==> src/rtl/sqrt_pkg.sv <==
// sqrt_pkg: shared types and sizing helpers for the iterative square-root unit.
//   state_t     - controller state encoding (IDLE, CALC)
//   sqrt_h      - root width / iteration count derived from the operand width
//   sqrt_cnt_w  - width of the iteration counter for a given iteration count
// Optional feature macro used by this slice: SQRT_ROUND_EN (see sqrt_iter.sv).
package sqrt_pkg;

    typedef enum logic {
        IDLE = 1'b0,
        CALC = 1'b1
    } state_t;

    function automatic int sqrt_h(input int width);
        return width / 2;
    endfunction

    // Counter holds H-1 down to 0, so $clog2(H) bits are enough.
    function automatic int sqrt_cnt_w(input int h);
        return (h > 1) ? $clog2(h) : 1;
    endfunction

    localparam int SQRT_DEF_WIDTH = 8;
    localparam int SQRT_DEF_CNT_W = $clog2(SQRT_DEF_WIDTH / 2);

endpackage

==> src/rtl/sqrt_step.sv <==
// sqrt_step: one combinational restoring square-root iteration.
// Ports:
//   root_i  [H-1:0] partial root so far
//   rem_i   [H-1:0] partial remainder so far (never exceeds H bits mid-run)
//   bits_i  [1:0]   next two operand bits, MSB first
//   root_o  [H-1:0] partial root with one more result bit appended
//   rem_o   [H:0]   new remainder (full H+1 bits for the final step)
module sqrt_step
    import sqrt_pkg::*;
#(
    parameter int H = 4
) (
    input  logic [H-1:0] root_i,
    input  logic [H-1:0] rem_i,
    input  logic [1:0]   bits_i,
    output logic [H-1:0] root_o,
    output logic [H:0]   rem_o
);

    logic [H+1:0] rem_t;
    logic [H+1:0] trial;
    logic [H+1:0] diff;
    logic         unused_diff_msb;

    assign rem_t = {rem_i, bits_i};
    assign trial = {root_i, 2'b01};
    assign diff  = rem_t - trial;

    // diff is only used when rem_t >= trial; the result then fits in H+1 bits.
    assign unused_diff_msb = diff[H+1];

    always_comb begin
        root_o = {root_i[H-2:0], 1'b0};
        rem_o  = rem_t[H:0];
        if (rem_t >= trial) begin
            root_o = {root_i[H-2:0], 1'b1};
            rem_o  = diff[H:0];
        end
    end

endmodule

==> src/rtl/sqrt_iter.sv <==
// sqrt_iter: iterative unsigned integer square root, one result bit per cycle.
// Computes sqrt = floor(sqrt(n)) and rem = n - sqrt^2 with fixed latency H+1.
// Parameters:
//   WIDTH - operand width, even and >= 4; H = WIDTH/2 is derived.
// Ports:
//   clk    - rising-edge clock
//   reset  - asynchronous active-high reset
//   go     - start request, sampled while idle
//   n      - operand, captured when go is accepted
//   busy   - computation in progress
//   over   - one-cycle completion pulse
//   sqrt   - result root (held until the next completion)
//   rem    - remainder n - floor_root^2 (held until the next completion)
// Optional build macro: SQRT_ROUND_EN - round sqrt to nearest, saturating
// at 2^H-1; rem stays the unrounded floor remainder.
module sqrt_iter
    import sqrt_pkg::*;
#(
    parameter  int WIDTH = 8,
    localparam int H     = sqrt_h(WIDTH)
) (
    input  logic             clk,
    input  logic             reset,
    input  logic             go,
    input  logic [WIDTH-1:0] n,
    output logic             busy,
    output logic             over,
    output logic [H-1:0]     sqrt,
    output logic [H:0]       rem
);

    localparam int CNT_W = sqrt_cnt_w(H);

    if (((WIDTH % 2) != 0) || (WIDTH < 4)) begin : g_bad_width
        $error("sqrt_iter: WIDTH must be even and >= 4");
    end

    // Handshake: go is accepted on a rising edge only while idle (busy=0);
    // busy rises on that edge and stays high for H cycles; over is high for
    // exactly the following cycle with busy low, and sqrt/rem update on that
    // same edge. go while busy is dropped; go during the over cycle starts
    // the next operation immediately.

    state_t           state_q;
    logic [WIDTH-1:0] n_q;
    logic [H-1:0]     root_q;
    logic [H-1:0]     rem_q;
    logic [CNT_W-1:0] cnt_q;
    logic             busy_q;
    logic             over_q;
    logic [H-1:0]     sqrt_q;
    logic [H:0]       rem_out_q;

    logic [H-1:0]     step_root;
    logic [H:0]       step_rem;
    logic [H-1:0]     sqrt_d;

    sqrt_step #(.H(H)) u_step (
        .root_i (root_q),
        .rem_i  (rem_q),
        .bits_i (n_q[WIDTH-1 -: 2]),
        .root_o (step_root),
        .rem_o  (step_rem)
    );

`ifdef SQRT_ROUND_EN
    // rem > root means n is past the midpoint (root+0.5)^2, so round up.
    always_comb begin
        sqrt_d = step_root;
        if (({1'b0, step_root} < step_rem) && (step_root != '1)) begin
            sqrt_d = step_root + H'(1);
        end
    end
`else
    assign sqrt_d = step_root;
`endif

    always_ff @(posedge clk or posedge reset) begin
        if (reset) begin
            state_q   <= IDLE;
            n_q       <= '0;
            root_q    <= '0;
            rem_q     <= '0;
            cnt_q     <= '0;
            busy_q    <= 1'b0;
            over_q    <= 1'b0;
            sqrt_q    <= '0;
            rem_out_q <= '0;
        end else begin
            over_q <= 1'b0;
            case (state_q)
                IDLE: begin
                    if (go) begin
                        state_q <= CALC;
                        n_q     <= n;
                        root_q  <= '0;
                        rem_q   <= '0;
                        cnt_q   <= CNT_W'(H - 1);
                        busy_q  <= 1'b1;
                    end
                end
                CALC: begin
                    n_q    <= {n_q[WIDTH-3:0], 2'b00};
                    root_q <= step_root;
                    // Partial remainders before the last step fit in H bits.
                    rem_q  <= step_rem[H-1:0];
                    cnt_q  <= cnt_q - CNT_W'(1);
                    if (cnt_q == '0) begin
                        state_q   <= IDLE;
                        busy_q    <= 1'b0;
                        over_q    <= 1'b1;
                        sqrt_q    <= sqrt_d;
                        rem_out_q <= step_rem;
                    end
                end
                default: state_q <= IDLE;
            endcase
        end
    end

    assign busy = busy_q;
    assign over = over_q;
    assign sqrt = sqrt_q;
    assign rem  = rem_out_q;

endmodule

==> config.mk <==
export PLATFORM = sky130hd
export DESIGN_NAME = sqrt_iter
export DESIGN_NICKNAME = d
export VERILOG_FILES = /design/src/rtl/sqrt_pkg.sv /design/src/rtl/sqrt_step.sv /design/src/rtl/sqrt_iter.sv
export SDC_FILE = /design/constraint.sdc
export NUM_CORES = 1
export LEC_CHECK = 0
export ABC_AREA = 1
export CORE_MARGIN = 5
export CORE_UTILIZATION = 25
export DETAILED_ROUTE_END_ITERATION = 7
export DONT_BUFFER_PORTS = 1
export HOLD_SLACK_MARGIN = 0.06
export PLACE_DENSITY_LB_ADDON = 0.2
export SLEW_MARGIN = 20
export SYNTH_ARGS = -nofsm -noshare
export SYNTH_HDL_FRONTEND = slang
export SYNTH_HIERARCHICAL = 1
export SYNTH_SLANG_ARGS = --single-unit
==> constraint.sdc <==
create_clock -name clk -period 2.5 [get_ports clk]
set_input_delay 0.25 -clock clk [delete_from_list [all_inputs] [get_ports clk]]
set_output_delay 0.25 -clock clk [all_outputs]
set_load 0.01 [all_outputs]
# [Word level (Yosys, flattened, before mapping)]
# Cells that the tools add are included.
[totals] n_memories=0 out_inout_bits=11 romBits=0 inputBits=11 ff_bits=30 word_cells=35 latchBits=0 ram_bits=0
[op_classes] bitwise_logic=1 order_cmp=1 multipliers=0 n_reduce_logical=3 shift=0 n_addsub=2 eq_ne=2 n_div=0 muxes=17
[ops] op="$pmux 4 s2" count=2
[ops] op="$pmux 8 s2" count=1
[ops] op="$mux 8" count=1
[ops] op="$mux 1" count=7
[ops] op="$ge 6x6->1" count=1
[ops] op="$mux 5" count=1
[ops] op="$sub 5x5->5" count=1
[ops] op="$mux 4" count=1
[ops] op="$pmux 1 s2" count=2
[ops] op="$pmux 2 s2" count=1
[ops] op="$reduce_and 2->1" count=2
[ops] op="$logic_not 2->1" count=1
[ops] op="$mux 2" count=1
[ops] op="$ne 2x1->1 const B" count=1
[ops] op="$ne 2x2->1 const B" count=1
[ops] op="$sub 2x1->2 const B" count=1
[ops] op="$not 1->1" count=1

# [Longest topological paths before layout]
# Gate-level depths: netlist of the first run.
[logic_depth] depth_word=3 depth_mapped=11 depth_no_buf=11

# [Modules after synthesis]
# Netlist of the first run, hierarchy kept.
[by_module_without_submodules] mod="sqrt_iter" seq_area_each_um2=750.7 area_each_um2=1283.7 cells_each=126 instances=1
[by_module_without_submodules] mod="sqrt_step" seq_area_each_um2=0.0 area_each_um2=365.4 cells_each=59 instances=1

# [Worst setup path after synthesis of the first run]
# Ideal clock, no wire load.
[synth_path] kind="reg-to-reg" from="register root_q[1]" to="register rem_out_q[0], in the netlist rem[0]" arrival_time_ns=1.375 stages_incl_launch_ff=11 slack_ns=0.999 path_cell_list="dfrtp_1 -> inv_1 -> ha_1 -> nand2_1 -> nand2_2 -> a21oi_4 -> nand3_4 -> nand2_1 -> nand2_1 -> inv_1 -> o21ai_0"
[synth_between] elab_chain_len=2
[synth_rtl] element="start, declared" line="sqrt_iter.sv:46" text="logic [H-1:0] root_q;"
[synth_rtl] element="start signal, assigned" line="sqrt_iter.sv:104" text="root_q <= step_root;"
[synth_rtl] element="$ge 6x6->1" line="sqrt_step.sv:35" text="if (rem_t >= trial) begin"
[synth_rtl] element="$mux 5" line="sqrt_step.sv:35"
[synth_rtl] element="net step_rem[0]" line="sqrt_iter.sv:55" text="logic [H:0] step_rem;"
[synth_rtl] element="end signal, assigned" line="sqrt_iter.sv:113" text="rem_out_q <= step_rem;"
[synth_rtl] element="end, declared" line="sqrt_iter.sv:52" text="logic [H:0] rem_out_q;"
# The timed path passes the listed nets, and every way through them passes these cells.
# A chain may end at the register's enable or synchronous reset.

# [Worst setup path after layout of the first run]
# Ends and elaborated chain as after synthesis.

==> results_dict.tcl, run 1 <==
set metrics [dict create \
    outcome "finished, final reports clean" \
    dieHeight_um 91.2 \
    hold_start "n[1]" \
    finalHoldViolCount 0 \
    grt.overflow.total 0 \
    antenna_left 0 \
    gr-usage-met2_pct 13.9 \
    cts_max_level 2 \
    layout-drive-gt1-share_pct 18.3 \
    worst-path-max-fanout 6 \
    yosys_warnings 6 \
    clockBufferDepth 2 \
    tightest_slew_ns 0.581 \
    yosys.cell_types.count 24 \
    power.leakage_nw 0.927 \
    fillCellCount 688 \
    fin_crit_ns 1.70 \
    layout.cells.most_common "nand2_1" \
    clk_latency_ns 0.28 \
    gp_congestion 0.763 \
    vdd_drop_max_v 0.000550 \
    path_cells "inv_1 -> ha_1 -> nand2_1 -> nand2_2 -> a21oi_4 -> nand3_4 -> nand2_1 -> nand2_1 -> inv_1 -> o21ai_0" \
    powerDensity_nw_per_um2 1410 \
    cts_sinks 30 \
    clk_pin_slew_ns 0.07 \
    first_global_vias 1211 \
    rsz0062_at_grt "false" \
    first_pass_iters 4 \
    track_usage_pct 8.90 \
    crit_required_ns 2.65 \
    worstPathArrival_ns 1.86 \
    hp-class "input port to register" \
    slew_violations 0 \
    wl_per_cell_um 12.8 \
    gr-max-usage-layer "met2" \
    port_buffers 0 \
    use_met1_pct 11.4 \
    worstPathBufferInverterCount 2 \
    fin_cells 263 \
    grt_pass1_wl_mm 5.90 \
    worstSetupPathType "register to register" \
    place_hpwl_mm 2.37 \
    path_common_cell "nand2_1" \
    synth_seq_area_share_pct 45.5 \
    synth_nets 204 \
    antenna_found_initial 0 \
    num_antenna_cells 0 \
    cpMaxStageDelayCell "dfrtp_1" \
    cts_tree "built" \
    synth-seq-cells 30 \
    die_w_um 91.2 \
    initialDrtViolationCount 40 \
    postSynthAreaPerCell_um2 8.91 \
    grtUsageMet3_pct 2.89 \
    final_core_util_pct 28.2 \
    maxCapViolations 0 \
    post-place-ws_ns 0.773 \
    dpl-instance-area_um2 1680 \
    netlist_instances 185 \
    max_stage_delay_ns 0.37 \
    cp-start-kind "register" \
    vias 1126 \
    initial_core_util_pct 25.8 \
    design_area_um2 1800 \
    wl_mm 3.36 \
    fin_crit_sh_pct 68.0 \
    via_per_inst 4.28 \
    layout.nets 205 \
    cts_made_buffers 5 \
    ctsResizeCount 0 \
    critPathLaunch "root_q[1]$_DFFE_PP0P_" \
    timing.fmax_mhz 588 \
    fin_setup_tns_ns 0 \
    setup_viol 0 \
    skew_ns 0.00959 \
    mostFrequentLayoutCells "nand2_1, dfrtp_1, inv_1" \
    die-area_um2 8320 \
    cp_top_family "simple AND/OR/NAND/NOR gates" \
    core_um2 6390 \
    dp_cells 255 \
    io_pins 22 \
    root_buffer "clkbuf_8" \
    syn_area_um2 1650 \
    drc_errors 0 \
    layout_setup_ws_ns 0.799 \
    syn_to_final_growth_pct 9.18 \
    r2r-start "root_q[1]$_DFFE_PP0P_" \
    cp-end-kind "register" \
    num_rows 29 \
    slew_headroom_pct 61.3 \
    grt_max_degree 31 \
]
==> layout make-up <==
class | instances | area [µm²] | area share (%)
Clock buffer | 6 | 82.6 | 4.59
Clock inverter | 1 | 30.0 | 1.67
Inverter | 28 | 108 | 5.98
Multi-Input combinational cell | 119 | 716 | 39.7
Sequential cell | 30 | 751 | 41.7
Tap cell | 77 | 96.3 | 5.35
Timing Repair Buffer | 2 | 17.5 | 0.973
==> routing by layer <==
metal / vias up / part of all wire (%)
met5: - / 0
met4: 0 / 1.5
met3: 7 / 4.6
met2: 20 / 46
met1: 517 / 48
li1: 582 / -
==> flip-flops by register name, indices dropped and copies added, names as in the netlist <==
| signal | flops |
|---|---|
| busy | 1 |
| cnt_q | 2 |
| n_q | 8 |
| over | 1 |
| rem | 5 |
| rem_q | 4 |
| root_q | 4 |
| sqrt | 4 |
| state_q | 1 |
==> cells by family (layout without fill, tap and decap cells) <==
kind of cell,count (synthesis),after routing,synth area share [%]
simple gates,88,88,28.8
buf+inv,36,37,11.1
flops,30,30,45.5
compound gates,22,22,8.04
fa+ha+maj,8,8,6.07
xor+xnor,1,1,0.531
==> synth_stat cells <==
cell type | count | area (µm²)
buf_12 | 1 | 20.0
o21ai_1 | 1 | 5.00
nand2_1 | 51 | 191
nor2_1 | 3 | 11.3
ha_1 | 8 | 100
a21boi_0 | 2 | 15.0
nand2_2 | 10 | 62.6
nand3_4 | 3 | 52.6
xnor2_1 | 1 | 8.76
o21ai_2 | 1 | 8.76
dfrtp_1 | 30 | 751
inv_2 | 3 | 11.3
nor2_8 | 1 | 20.0
nand4_1 | 5 | 31.3
inv_4 | 1 | 6.26
inv_1 | 24 | 90.1
buf_4 | 3 | 22.5
nand3_1 | 9 | 45.0
buf_6 | 2 | 22.5
o21bai_1 | 1 | 7.51
nand3_2 | 6 | 60.1
a21oi_4 | 1 | 16.3
buf_2 | 2 | 10.0
o21ai_0 | 16 | 80.1
==> per-stage QoR <==
stage                     total power, mW  hold WS (ns)
final                                2.53         0.101
after CTS                            2.59        0.0927
after detailed placement             2.07         0.252
after global placement               2.07         0.249
after floorplan                      1.87         0.341
after global routing                 2.81         0.114
==> timing repair <==
action | CTS | global route
hold buffers | 1 | 0
setup endpoints to repair | 0 | 0
endpoints found under the hold margin | 30 | 0
setup buffers | 0 | 0
==> where the power goes <==
part	internal, mW	total, mW	switching, mW
Sequential	0.691	0.898	0.207
Clock	0.319	0.506	0.187
Combinational	0.405	1.13	0.724
Total	1.41	2.53	1.12
==> final timing paths <==
path | slack, ns | cells after the start | endpoint
hold reg to reg | 0.48 | 2 | n_q[1]$_DFFE_PP0P_
hold / removal | 0.10 | 2 | n_q[1]$_DFFE_PP0P_
setup reg to reg | 0.80 | 10 | rem[0]$_DFFE_PP0P_
setup / recovery | 0.80 | 10 | rem[0]$_DFFE_PP0P_
min in group asynchronous | 0.48 | 3 | n_q[1]$_DFFE_PP0P_
max in group asynchronous | 1.72 | 3 | root_q[3]$_DFFE_PP0P_
(Power assumes the default switching activity.)
==> inputs of run 2 (changes only) <==
clock period = 1.6 ns   (was 2.5 ns; I/O delays follow)
==> run 2 against run 1 <==
Net effect: clock skew grew 0.0020 ns; cell area increased by 15%; clock power grew 28%; largest cell class is now multi-input gates; largest power group unchanged; highest routed layer unchanged.
==> results_dict.tcl, run 2 (synthesized netlist as in run 1, its figures left out) <==
set metrics [dict create \
    dieHeight_um 91.2 \
    port_buffers 0 \
    layout.cells.most_common "nand2_1" \
    grt_max_degree 31 \
    num_antenna_cells 0 \
    final_core_util_pct 32.5 \
    first_global_vias 1255 \
    r2r-start "rem_q[1]$_DFFE_PP0P_" \
    path_cells "ha_4 -> nand2_4 -> nand2_4 -> a21oi_4 -> nand3_4 -> nand2_1 -> nand2_1 -> inv_1 -> o21ai_1" \
    clk_pin_slew_ns 0.07 \
    cts_made_buffers 5 \
    num_rows 29 \
    worstSetupPathType "register to register" \
    hp-class "input port to asynchronous set/reset pin" \
    grt.overflow.total 0 \
    gp_congestion 0.748 \
    syn_to_final_growth_pct 26.0 \
    clockBufferDepth 2 \
    mostFrequentLayoutCells "nand2_1, dfrtp_1, inv_1" \
    root_buffer "clkbuf_8" \
    cts_max_level 2 \
    drc_errors 0 \
    maxCapViolations 0 \
    reg2reg_to "rem[1]$_DFFE_PP0P_" \
    skew_ns 0.0116 \
    wl_per_cell_um 12.2 \
    layout.nets 229 \
    die-area_um2 8320 \
    cts_sinks 30 \
    powerDensity_nw_per_um2 2180 \
    design_area_um2 2080 \
    power.leakage_nw 1.04 \
    vias 1251 \
    die_w_um 91.2 \
    initial_core_util_pct 25.8 \
    cp-end-kind "register" \
    slew_headroom_pct 64.9 \
    finalHoldViolCount 0 \
    largest_reg_flops 8 \
    r2r_setup_slack_ns 0.05 \
    dp_cells 267 \
    reg2regPathDepth 9 \
    dpl-instance-area_um2 1770 \
    grt_pass1_wl_mm 6.11 \
    crit_required_ns 1.76 \
    track_usage_pct 9.26 \
    worst-path-max-fanout 6 \
    cp_top_family "flip-flops" \
    setup_viol 0 \
    fin_cells 288 \
    antenna_found_initial 0 \
    slew_violations 0 \
    core_um2 6390 \
    layout-drive-gt1-share_pct 32.2 \
    cpMaxStageDelayCell "dfrtp_1" \
    io_pins 22 \
    outcome "finished, final reports clean" \
    antenna_left 0 \
    fin_crit_sh_pct 96.7 \
    top_register "n_q" \
    clk_latency_ns 0.29 \
    first_pass_iters 4 \
    initialDrtViolationCount 40 \
    vdd_drop_max_v 0.000746 \
    fillCellCount 676 \
    max_stage_delay_ns 0.41 \
    wl_mm 3.50 \
    tightest_slew_ns 0.525 \
    worstPathArrival_ns 1.71 \
    fin_crit_ns 1.55 \
    worstPathBufferInverterCount 1 \
    cp-start-kind "register" \
    place_hpwl_mm 2.50 \
    rsz0062_at_grt "true" \
    via_per_inst 4.34 \
    timing.fmax_mhz 646 \
    cts_tree "built" \
]
-- run 2: cell count changes in the layout (fill, tap and decap cells not counted), moves of 4 or more --
cell           previous run  this run
ha_1                      8         4
inv_2                     3         7
nand2_1                  51        44
nand2_2                  10        14
inv_1                    24        19
dlygate4sd3_1             1        10
ha_4                      0         4
buf_4                     1        16
o21ai_0                  16        11
-- run 2: repair_timing --
| action | in CTS | in global routing |
|---|---|---|
| hold buffers | 10 | 0 |
| gates cloned | 0 | 0 |
| gates resized for setup | 5 | 22 |
| hold endpoints to repair | 39 | 0 |
| setup buffers | 3 | 0 |
| endpoints found under the setup margin | 11 | 11 |
| pin swaps | 7 | 8 |
-- run 2: final cells by class --
type	count	area (µm²)	area share, %
Tap cell	77	96.3	4.64
Timing Repair Buffer	26	220	10.6
Sequential cell	30	751	36.1
Inverter	28	110	5.30
Multi-Input combinational cell	119	806	38.8
Clock buffer	6	82.6	3.97
Clock inverter	2	12.5	0.602
-- run 2: worst max-delay path by stage --
stage	to	slack [ns]	from	cells past startpoint
2_1_floorplan	rem[0]$_DFFE_PP0P_	0.1	root_q[1]$_DFFE_PP0P_	10
3_3_place_gp	rem[0]$_DFFE_PP0P_	-0.11	root_q[1]$_DFFE_PP0P_	10
3_5_place_dp	rem[0]$_DFFE_PP0P_	-0.11	root_q[1]$_DFFE_PP0P_	10
4_1_cts	rem[1]$_DFFE_PP0P_	0.009	rem_q[3]$_DFFE_PP0P_	8
5_1_grt	rem[3]$_DFFE_PP0P_	-0.03	root_q[3]$_DFFE_PP0P_	10
6_report	rem[1]$_DFFE_PP0P_	0.05	rem_q[1]$_DFFE_PP0P_	9
-- run 2: worst register-to-register path, stage by stage (launching register included) --
cell	delay, ns
dfrtp_1	0.41
ha_4	0.27
nand2_4	0.07
nand2_4	0.06
a21oi_4	0.21
nand3_4	0.14
nand2_1	0.09
nand2_1	0.05
inv_1	0.07
o21ai_1	0.06
-- run 2: metrics by stage --
| step | TNS [ns] | hold WS (ns) | power [mW] | setup slack [ns] |
|---|---|---|---|---|
| 3_5_place_dp | -0.693 | 0.164 | 3.45 | -0.114 |
| 4_1_cts | 0 | 0.399 | 4.27 | 0.00888 |
| 6_report | 0 | 0.397 | 4.52 | 0.0526 |
| 5_1_grt | -0.135 | 0.459 | 4.95 | -0.0339 |
| 3_3_place_gp | -0.631 | 0.163 | 3.45 | -0.106 |
| 2_1_floorplan | 0 | 0.251 | 2.92 | 0.0990 |
-- run 2: power breakdown --
part           internal [mW]  switching, mW  total, mW
clock network          0.345          0.304      0.650
registers               1.08          0.298       1.38
logic                   1.07           1.42       2.49
-- run 2: layer usage --
layer / share of wire (%) / vias to the layer above / routed length, µm / track usage [%]
li1: - / 636 / - / -
met5: 0 / - / 0 / 0
met2: 47 / 23 / 1660 / 14.7
met1: 47 / 585 / 1640 / 11.5
met4: 1.7 / 0 / 61 / 4.03
met3: 4.1 / 7 / 144 / 2.89
